--- config.mk ---
export PLATFORM = sky130hd
export DESIGN_NAME = hamming_decoder
export DESIGN_NICKNAME = d
export VERILOG_FILES = /design/src/rtl/hamming_decoder.sv
export SDC_FILE = /design/constraint.sdc
export NUM_CORES = 1
export LEC_CHECK = 0
export ABC_AREA = 0
export BUFFER_PORTS_ARGS = -buffer_cell sky130_fd_sc_hd__buf_2
export CAP_MARGIN = 20
export CORE_MARGIN = 8
export CORE_UTILIZATION = 40
export DETAILED_ROUTE_END_ITERATION = 10
export SLEW_MARGIN = 20
export SYNTH_ARGS = -nofsm -noshare
export SYNTH_HDL_FRONTEND = slang
export SYNTH_SLANG_ARGS = --single-unit
--- constraint.sdc ---
create_clock -name clk -period 1.5 [get_ports clk]
set_input_delay 0.075 -clock clk [delete_from_list [all_inputs] [get_ports clk]]
set_output_delay 0.075 -clock clk [all_outputs]
set_load 0.05 [all_outputs]
--- src/rtl/hamming_decoder.sv ---
// Hamming(7,4) single-error-correcting decoder: a 3-step pipeline-less FSM
// (capture word, compute syndrome, correct and publish) with a held result.
module hamming_decoder (
  input  logic       clk,
  input  logic       reset,
  input  logic       valid,
  input  logic [6:0] codeword,
  output logic       ready,
  output logic [3:0] message
);

  typedef enum logic [1:0] {
    IDLE = 2'd0,
    SYND = 2'd1,
    CORR = 2'd2,
    DONE = 2'd3
  } state_t;

  state_t     state;
  state_t     state_next;
  logic       load_word;
  logic       load_synd;
  logic       load_msg;

  logic [6:0] word_q;
  logic [2:0] synd_q;
  logic [2:0] synd_c;
  logic [6:0] fix_mask;
  logic [6:0] corrected;

  // NOTE: sequential state uses non-blocking assignments so every register
  // samples pre-edge values regardless of process ordering.
  always_ff @(posedge clk) begin
    if (reset) state <= IDLE;
    else       state <= state_next;
  end

  // NOTE: every output of this block gets a default first, so no path can
  // leave a signal unassigned and infer a latch.
  always_comb begin
    state_next = state;
    load_word  = 1'b0;
    load_synd  = 1'b0;
    load_msg   = 1'b0;
    unique case (state)
      IDLE, DONE: begin
        if (valid) begin
          load_word  = 1'b1;
          state_next = SYND;
        end
      end
      SYND: begin
        load_synd  = 1'b1;
        state_next = CORR;
      end
      CORR: begin
        load_msg   = 1'b1;
        state_next = DONE;
      end
      default: state_next = IDLE;
    endcase
  end

  // Syndrome bit k is the parity over positions whose index has bit k set.
  always_comb begin
    synd_c[0] = word_q[0] ^ word_q[2] ^ word_q[4] ^ word_q[6];
    synd_c[1] = word_q[1] ^ word_q[2] ^ word_q[5] ^ word_q[6];
    synd_c[2] = word_q[3] ^ word_q[4] ^ word_q[5] ^ word_q[6];
  end

  // The syndrome names the 1-based position of the flipped bit; zero means clean.
  always_comb begin
    fix_mask = 7'b0000000;
    case (synd_q)
      3'd1:    fix_mask = 7'b0000001;
      3'd2:    fix_mask = 7'b0000010;
      3'd3:    fix_mask = 7'b0000100;
      3'd4:    fix_mask = 7'b0001000;
      3'd5:    fix_mask = 7'b0010000;
      3'd6:    fix_mask = 7'b0100000;
      3'd7:    fix_mask = 7'b1000000;
      default: fix_mask = 7'b0000000;
    endcase
    corrected = word_q ^ fix_mask;
  end

  always_ff @(posedge clk) begin
    if (reset) begin
      word_q  <= '0;
      synd_q  <= '0;
      ready   <= 1'b0;
      message <= '0;
    end else begin
      if (load_word) begin
        word_q <= codeword;
        ready  <= 1'b0;
      end
      if (load_synd) synd_q <= synd_c;
      if (load_msg) begin
        message <= {corrected[6], corrected[5], corrected[4], corrected[2]};
        ready   <= 1'b1;
      end
    end
  end

endmodule

# --- Word level (Yosys, flattened, before mapping) ---
# Index checks and enable logic that the tools add are counted.
word_totals:
  ff_bits: 17
  in_bits: 10
  output_inout_bits: 5
  word_cells: 38
classes:
  eq_ne: 11
  mux: 9
  bitwise_logic: 10
  n_reduce_logical: 3
ops:
  columns: ["op", "count"]
  rows:
  - ["$pmux W7 S7", 1]
  - ["$eq A3 B3 Y1 const B", 4]
  - ["$xor A1 B1 Y1", 9]
  - ["$xor A7 B7 Y7", 1]
  - ["$eq A3 B2 Y1 const B", 2]
  - ["$mux W1", 6]
  - ["$pmux W2 S3", 1]
  - ["$eq A2 B2 Y1 const B", 2]
  - ["$eq A3 B1 Y1 const B", 1]
  - ["$eq A2 B1 Y1 const B", 1]
  - ["$logic_not A2 Y1", 1]
  - ["$mux W2", 1]
  - ["$ne A2 B2 Y1 const B", 1]
  - ["$reduce_bool A2 Y1", 1]
  - ["$reduce_or A2 Y1", 1]

# --- Depth between registers and ports, before layout ---
# Gate-level depths: netlist of run 1.
logic_depth:
  depth_word: 5
  ltp_mapped: 6
  mapped_depth_nobuf: 5

# --- Least setup slack after synthesis of run 1 ---
# Ideal clock, no wire load.
synth_timing:
  path_type: "register to register"
  start: "register state[0]"
  end: "register ready"
  setup_ns: 0.117
  arrival_time_ns: 1.140
  required_ns: 1.383
  slack_ns: 0.242
  stages_incl_launch_ff: 7
  n_path_buf: 1
  period_less_slack_ns: 1.258
  cell_sequence: "dfxtp_1 inv_1 ha_1 buf_2 nand2_1 a21oi_1 nor2_1"
synth_via:
  elab_chain_cells: 4
  word_cells_on_any_way: 8
  cone_classes: "eq/ne (2); mux (3); reduce/logical (3)"
synth_lines:
  columns: ["item", "line_no", "text"]
  rows:
  - ["start, declared", "19", "state_t state;"]
  - ["start signal, assigned", "35", "else state <= state_next;"]
  - ["$eq A2 B2 Y1 or $logic_not A2 Y1 (tied branches)", "45", "unique case (state)"]
  - ["$reduce_or A2 Y1", "45", null]
  - ["$mux W1", "45", null]
  - ["$reduce_bool A2 Y1 (no source line)", null, null]
  - ["end signal, assigned", "91", "ready <= 1'b0;"]
  - ["end signal, assigned", "96", "ready <= 1'b0;"]
  - ["end signal, assigned", "101", "ready <= 1'b1;"]
  - ["end, declared", "8", "output logic ready,"]
# Several ways; a longest one is shown, not always the timed one.
# A chain may end at the register's enable or synchronous reset.

# --- Worst setup path in the final report of run 1 ---
# Ends and elaborated chain as after synthesis.

==> reports/metrics.cfg, run 1 <==
[die]
io_pins=15
die_x_um=59.4
core-area_um2=1750
die_y_um=59.4
rows=15
start_util_pct=43.1
die_area_um2=3520

[grt]
antenna_found_initial=0
grt_pass1_vias=551
grt_pass1_wl_mm=2.35
grt_overflow_total=0
grt_start_max_net_pins=18
track_usage_pct=8.71

[synth]
netlist_area_um2=752
synth_warnings=0
ys_seq_area_share_pct=45.3
syn_inst=85
syn_avg_cell_area_um2=8.85
synth_seq_cells=17
yosysUniqueCellTypes=15
syn_nets=97

[min_path]
hold_end=word_q[0]
hold_path_class=input port to register
hold_depth=3
worstHoldStart=codeword[0]

[worst_setup_path]
crit_path_top_delay_cell=dfxtp_1
r2r-end=ready
rrSetupSlack_ns=0.21
rr_worst_depth=5
path_cells=inv_1, ha_1, nand2_1, a21oi_1, nor2_1
cp-end-kind=register
crit_type=register to register
r2r-start=state[0]
max_stage_delay_ns=0.36
start_kind=register
arrival_ns=1.47
path_max_fanout=8
crit_required_ns=1.68

[timing]
fmax_ghz=0.772
final-setup-viol-count=0
rsz0062_at_grt=no
hold_ws_ns=0.0260
slew_headroom_pct=77.6
slew_viol_final=0
clock_skew_ns=0.00147
worst_slack_ns=0.205
worst_pin_slew_ns=0.336
setup_tns_ns=0
fin_crit_sh_pct=86.3
min_period_ns=1.29
hold_viol=0

[pwr]
leakage_nw=0.327
powerDensity_nw_per_um2=1900
total_power_mw=1.64
peakVddDrop_mv=0.811

[placed_design]
placed_cells=120
io_buffers=14
gp_congestion=0.722
dpl_cell_area_um2=838
dpl_worst_slack_ns=0.200

[routing]
routed_via_density=4.81
postRouteAntennaNets=0
drt-initial-drc-count=7
first_pass_iters=4
wl_mm=1.40
drc_errors=0
vias=596
wire_per_inst_um=11.3

[clock_tree]
cts_tree=yes
path_clk_slew_ns=0.09
cts_root_buf=clkbuf_4
post_cts_resized=0
cts.sinks=17
cts_setup_buffers=0
insertion_delay_ns=0.29
postCtsHoldBufs=0
h-tree-depth=1
ctsLongestPathBuffers=2
cts-buffers-inserted=3

[layout]
multi_input_area_um2=382
drive_gt1_share_pct=19.2
fillers=190
final_nets=112
utilization_pct=49.5
seq_area_um2=340
diodes=0
syn2layout_area_growth_pct=15.0
stdcell_area_um2=865
stdcell_count=124

[job]
drv_cap=0

[run_status]
status=complete, no violations

-- worst max path at each step --
stage / startpoint / end / slack, ns / depth (start not counted)
after floorplan: state[0] / ready / 0.24 / 6
after global placement: state[0] / ready / 0.26 / 5
after detailed placement: state[0] / ready / 0.20 / 5
after CTS: state[0] / ready / 0.18 / 5
after global routing: state[0] / word_q[1] / 0.09 / 5
final: state[0] / ready / 0.21 / 5
-- state kept, by name, summed over array words and instances (netlist names) --
register / count
synd_q: 3
word_q: 7
state: 2
ready: 1
message: 4
-- layer usage --
metal	vias up	global-route usage, %	part of all wire, %
met5	-	0	0
met4	0	5.12	1.6
met3	2	3.69	6.1
met2	15	13.6	44
met1	261	9.61	48
li1	318	-	-
-- cell usage after synthesis (all sizes together) --
master | count | area, µm²
nor2 | 9 | 33.8
nand2b | 2 | 12.5
buf | 3 | 15.0
xor2 | 4 | 35.0
clkbuf | 2 | 7.51
ha | 2 | 25.0
a211oi | 8 | 60.1
xnor2 | 8 | 77.6
dfxtp | 17 | 340
nand2 | 8 | 30.0
nand3b | 3 | 22.5
a21oi | 9 | 45.0
inv | 2 | 7.51
nand3 | 8 | 40.0
-- critical path: cells and delay by family, from the launching register on --
| kind | cells | cell delay, ns |
|---|---|---|
| AO/OA/AOI/OAI | 1 | 0.19 |
| adder cells (fa/ha/maj) | 1 | 0.35 |
| buffers and inverters | 1 | 0.05 |
| flip-flops | 1 | 0.36 |
| AND/OR/NAND/NOR | 2 | 0.24 |
-- cell usage in the layout (no fill, tap or decap), drive strengths merged --
| cell type | Yosys | routed |
|---|---|---|
| nor2 | 9 | 9 |
| xor2 | 4 | 4 |
| xnor2 | 8 | 8 |
| a211oi | 8 | 8 |
| clkbuf | 2 | 4 |
| a21oi | 9 | 9 |
| dfxtp | 17 | 17 |
| inv | 2 | 2 |
| nand2b | 2 | 2 |
| nand2 | 8 | 8 |
| buf | 3 | 15 |
| ha | 2 | 2 |
| nand3b | 3 | 3 |
| nand3 | 8 | 8 |
-- cells by family (layout without fill, tap and decap cells) --
group	after synthesis	after routing	synth area share [%]
AND/OR/NAND/NOR	30	30	18.5
AO/OA/AOI/OAI	17	17	14.0
flip-flops	17	17	45.3
XOR/XNOR	12	12	15.0
buffers and inverters	7	21	3.99
adder cells (fa/ha/maj)	2	2	3.33
-- final cells by class --
class / instances / share of cell area (%)
multi-input cells: 61 / 44.1
flip-flops and latches: 17 / 39.4
well taps: 25 / 3.62
inverters: 2 / 0.868
repair buffers: 15 / 8.97
clock buffers: 4 / 3.04
-- report_power, final --
group	internal, mW	total, mW	switching, mW
sequential	0.579	0.686	0.107
clock	0.103	0.242	0.139
combinational	0.281	0.710	0.429
Power figures use the tool's default switching activity.
==> run 2, diff against run 1 <==
==> constraint.sdc (replaced) <==
create_clock -name clk -period 1.1 [get_ports clk]
set_input_delay 0.33 -clock clk [delete_from_list [all_inputs] [get_ports clk]]
set_output_delay 0.33 -clock clk [all_outputs]
set_load 0.05 [all_outputs]
==> run 2 against run 1 <==
The run now ends with setup timing left. Cell area up 23%. Largest power group unchanged. Flip-flop and latch count stayed put. Sequential share of layout area decreased by 6.7 points. Via count is 5.4% higher. Routed wire length is 10% higher. Cell count rose by 3.2%.
==> reports/metrics.cfg, run 2 (same netlist as run 1, synthesis figures left out) <==
[run_status]
status=finished, violations left
violations=setup timing

[timing]
worst_pin_slew_ns=0.391
final-setup-viol-count=5
slew_viol_final=0
clock_skew_ns=0.00380
min_period_ns=1.13
slew_headroom_pct=74.0
rsz0062_at_grt=yes
fmax_ghz=0.883
hold_viol=0
fin_crit_sh_pct=103
worst_slack_ns=-0.0330

[worst_setup_path]
rr_worst_depth=5
cp_top_family=flip-flops
crit_required_ns=0.77
arrival_ns=0.80
path_cells=buf_8
r2r-end=word_q[5]
rrSetupSlack_ns=0
r2r-start=state[0]
cp-end-kind=output pin
cp.buffers_inverters=1
path_max_fanout=2
max_stage_delay_ns=0.36
start_kind=register
cp.depth=1
cp-startpoint=ready
crit_path_top_delay_cell=dfxtp_2
crit_type=register to output pin

[routing]
wire_per_inst_um=12.0
vias=628
drt-initial-drc-count=1
wl_mm=1.54
routed_via_density=4.91
first_pass_iters=3
postRouteAntennaNets=0
drc_errors=0

[die]
io_pins=15
core-area_um2=1750
rows=15
die_x_um=59.4
die_y_um=59.4
start_util_pct=43.1
die_area_um2=3520

[layout]
largest_reg_flops=7
layout_commonest_cell=dfxtp_1
diodes=0
seq_area_um2=349
drive_gt1_share_pct=49.5
stdcell_count=128
multi_input_area_um2=490
top_regs=word_q: 7 flops, message: 4 flops, synd_q: 3 flops
final_nets=116
fillers=153
syn2layout_area_growth_pct=41.9
utilization_pct=61.1
largest_register=word_q
final_cell_mix=10 x dfxtp_1, 9 x buf_2, 8 x nor2_1

[clock_tree]
insertion_delay_ns=0.30
h-tree-depth=1
path_clk_slew_ns=0.10
cts-buffers-inserted=3
postCtsHoldBufs=0
ctsLongestPathBuffers=2
cts.sinks=17
cts_root_buf=clkbuf_4
cts_tree=yes

[min_path]
hold_depth=3
worstHoldStart=codeword[6]
hold_end=word_q[6]
hold_path_class=input port to register

[pwr]
leakage_nw=0.384
powerDensity_nw_per_um2=2620
peakVddDrop_mv=1.34
total_power_mw=2.79

[placed_design]
dpl_worst_slack_ns=-0.110
place_hpwl_mm=1.09
placed_cells=123
gp_congestion=0.725
io_buffers=14

[grt]
grt_pass1_vias=605
grt_pass1_wl_mm=2.64
grt_overflow_total=0
grt_start_max_net_pins=18
track_usage_pct=10.2
antenna_found_initial=0

[job]
drv_cap=0

## run 2: per-stage QoR
| stage | instance area (µm²) | setup TNS (ns) | hold slack (ns) |
|---|---|---|---|
| floorplan | 778 | -0.00781 | 0.449 |
| global placement | 881 | -0.421 | 0.461 |
| detailed placement | 881 | -0.788 | 0.470 |
| CTS | 1010 | -0.177 | 0.264 |
| global route | 1070 | -0.717 | 0.264 |
| finish | 1070 | -0.142 | 0.265 |
## run 2: power by group
| group | leakage [nW] | internal, mW | switching, mW |
|---|---|---|---|
| sequential | 0.142 | 0.809 | 0.176 |
| clock | 0.0177 | 0.136 | 0.210 |
| combinational | 0.224 | 0.702 | 0.759 |
## run 2: routing by layer
layer,wire (µm),GRT usage [%],up-vias,part of all wire [%]
met1,750,11.6,283,49
met3,66,3.47,5,4.3
met5,0,0,-,0
li1,-,-,326,-
met2,672,15.1,14,44
met4,51,8.19,0,3.3
## run 2: layout make-up
cell class,count,area share (%)
Clock buffer,3,2.11
Clock inverter,1,0.469
Inverter,2,0.703
Multi-Input combinational cell,61,46.0
Sequential cell,17,32.7
Tap cell,25,2.93
Timing Repair Buffer,19,15.1
## run 2: repair_timing
item,in CTS,in global routing
pin swaps,2,12
setup endpoints to repair,21,16
buffers inserted,1,0
resized for setup,27,15
## run 2: worst max-delay path by stage
| stage | to | slack [ns] |
|---|---|---|
| 6_report | ready | -0.03 |
| 3_5_place_dp | word_q[1] | -0.11 |
| 5_1_grt | word_q[5] | -0.07 |
| 3_3_place_gp | word_q[5] | -0.06 |
| 4_1_cts | message[3] | -0.04 |
| 2_1_floorplan | ready | -0.008 |
==> run 3, diff against run 2 <==
--- a/config.mk
+++ b/config.mk
@@ -5,12 +5,13 @@
 export SDC_FILE = /design/constraint.sdc
 export NUM_CORES = 1
 export LEC_CHECK = 0
-export ABC_AREA = 0
+export ABC_AREA = 1
 export BUFFER_PORTS_ARGS = -buffer_cell sky130_fd_sc_hd__buf_2
 export CAP_MARGIN = 20
 export CORE_MARGIN = 8
 export CORE_UTILIZATION = 40
 export DETAILED_ROUTE_END_ITERATION = 10
+export SKIP_CTS_REPAIR_TIMING = 1
 export SLEW_MARGIN = 20
 export SYNTH_ARGS = -nofsm -noshare
 export SYNTH_HDL_FRONTEND = slang
==> run 3 against run 2 <==
The run still ends with setup timing left. Hold slack improved by 0.037 ns. Largest cell class unchanged. Routed wire length is 24% higher. Sequential share of layout area is 2.0 points lower. Flip-flop and latch count is the same. First-iteration DRC count rose to 14 times the previous value.
==> reports/metrics.cfg, run 3 <==
[synth]
synth_edf_count=0
syn_nets=146
synth_seq_cells=17
ys_top_cells_by_area=dfxtp_1 40%, nand2_1 17%, a21oi_1 9.4%
synth-async-reset-ratio_pct=0
ys_top_cells_by_count=39 x nand2_1, 21 x inv_1, 17 x dfxtp_1, 17 x nor2_1, 16 x a21oi_1
synth_most_common_cell=nand2_1
synth.largest_area_cell=dfxtp_1
ys_seq_area_share_pct=40.1
synth_flop_cell=dfxtp_1
syn_avg_cell_area_um2=6.33
syn_inst=134
yosysUniqueCellTypes=11
synth_warnings=0
synth_top_area_share_pct=40.1
netlist_area_um2=848

[timing]
slew_viol_final=0
setup_tns_ns=-0.124
rsz0062_at_grt=yes
slew_headroom_pct=75.7
worst_slack_ns=-0.0300
clock_skew_ns=0.00752
final-setup-viol-count=7
fin_crit_sh_pct=103
hold_ws_ns=0.302
worst_pin_slew_ns=0.364
fmax_ghz=0.885
hold_viol=0
min_period_ns=1.13

[layout]
stdcell_count=185
stdcell_area_um2=1150
drive_gt1_share_pct=30.4
largest_reg_flops=7
layout_commonest_cell=nand2_1
top_regs=word_q: 7 flops, message: 4 flops, synd_q: 3 flops
syn2layout_area_growth_pct=35.1
final_nets=171
final_cell_mix=38 x nand2_1, 18 x inv_1, 16 x nor2_1
largest_register=word_q
diodes=0

[worst_setup_path]
crit_type=register to output pin
max_stage_delay_ns=0.36
path_cells=buf_8
cp.buffers_inverters=1
arrival_ns=0.80
cp_top_family=flip-flops
path_max_fanout=2
crit_path_top_delay_cell=dfxtp_2
cp-end-kind=output pin
crit_required_ns=0.77
start_kind=register

[clock_tree]
insertion_delay_ns=0.29
cts_tree=yes
path_clk_slew_ns=0.11
cts.sinks=17
h-tree-depth=1
ctsLongestPathBuffers=2
cts-buffers-inserted=3
cts_root_buf=clkbuf_4

[routing]
first_pass_iters=4
vias=854
routed_via_density=4.62
wire_per_inst_um=10.3
drc_errors=0
drt-initial-drc-count=14
postRouteAntennaNets=0
wl_mm=1.91

[placed_design]
gp_congestion=0.799
placed_cells=180
io_buffers=14
dpl_cell_area_um2=1000
place_hpwl_mm=1.45

[grt]
grt_pass1_vias=807
track_usage_pct=11.6
antenna_found_initial=0
grt_pass1_wl_mm=3.29
grt_overflow_total=0
grt_start_max_net_pins=15

[die]
start_util_pct=42.8
core-area_um2=1980
die_x_um=62.1
io_pins=15
die_y_um=62.1
rows=16
die_area_um2=3850

[run_status]
violations=setup timing
status=finished, violations left

[pwr]
powerDensity_nw_per_um2=2700
peakVddDrop_mv=1.53
leakage_nw=0.569
total_power_mw=3.09

[min_path]
hold_path_class=input port to register

[job]
drv_cap=0

run 3: cell count changes after synthesis, sizes merged, moves of 8 or more:
cell | before | now
xnor2 | 8 | 0
o21ai | 0 | 11
nor2 | 9 | 17
inv | 2 | 23
nand2 | 8 | 39
a211oi | 8 | 0
run 3: cell type report:
class / count / area, µm²
Tap cell: 27 / 33.8
Fill cell: 190 / 836
Inverter: 23 / 86.3
Multi-Input combinational cell: 92 / 459
Clock buffer: 3 / 22.5
Sequential cell: 17 / 352
Timing Repair Buffer: 22 / 188
Clock inverter: 1 / 5.00
run 3: metrics by stage:
step / util (%) / setup slack [ns]
finish: 57.8 / -0.0300
global route: 57.8 / -0.0978
CTS: 52.0 / -0.168
detailed placement: 50.6 / -0.0863
global placement: 50.6 / -0.0339
floorplan: - / 0.00115
run 3: worst reg2reg max path, delay by kind of cell, from the launching register on:
kind / cells / cell delay [ns]
flops: 1 / 0.35
fa+ha+maj: 1 / 0.30
compound gates: 2 / 0.22
simple gates: 1 / 0.09
buf+inv: 1 / 0.05
run 3: per-layer routing:
layer	vias up	global-route usage [%]	wire length [µm]
met5	-	0	0
li1	464	-	-
met2	11	17.3	945
met1	377	14.9	892
met4	0	7.79	20
met3	2	1.85	53
run 3: path summary, 6_finish.rpt:
path / from / to / slack, ns / cells after the start
worst max-delay path: ready / ready / -0.03 / 1
worst min-delay path: codeword[6] / word_q[6] / 0.30 / 3
worst max register to register: state[0] / word_q[3] / -0.01 / 5
worst min register to register: word_q[1] / word_q[1] / 0.50 / 2
run 3: cells by family after synthesis:
group                      after synthesis  synth area share [%]
AOI/OAI and AO/OA                       27                  15.9
and+or+nand+nor                         63                  28.9
adders and majority gates                2                  2.95
DFF                                     17                  40.1
buffers and inverters                   25                  12.1
run 3: power breakdown:
| group | internal [mW] | switching, mW | total (mW) |
|---|---|---|---|
| Clock | 0.135 | 0.201 | 0.336 |
| Sequential | 0.859 | 0.216 | 1.07 |
| Combinational | 0.738 | 0.941 | 1.68 |
| Total | 1.73 | 1.36 | 3.09 |
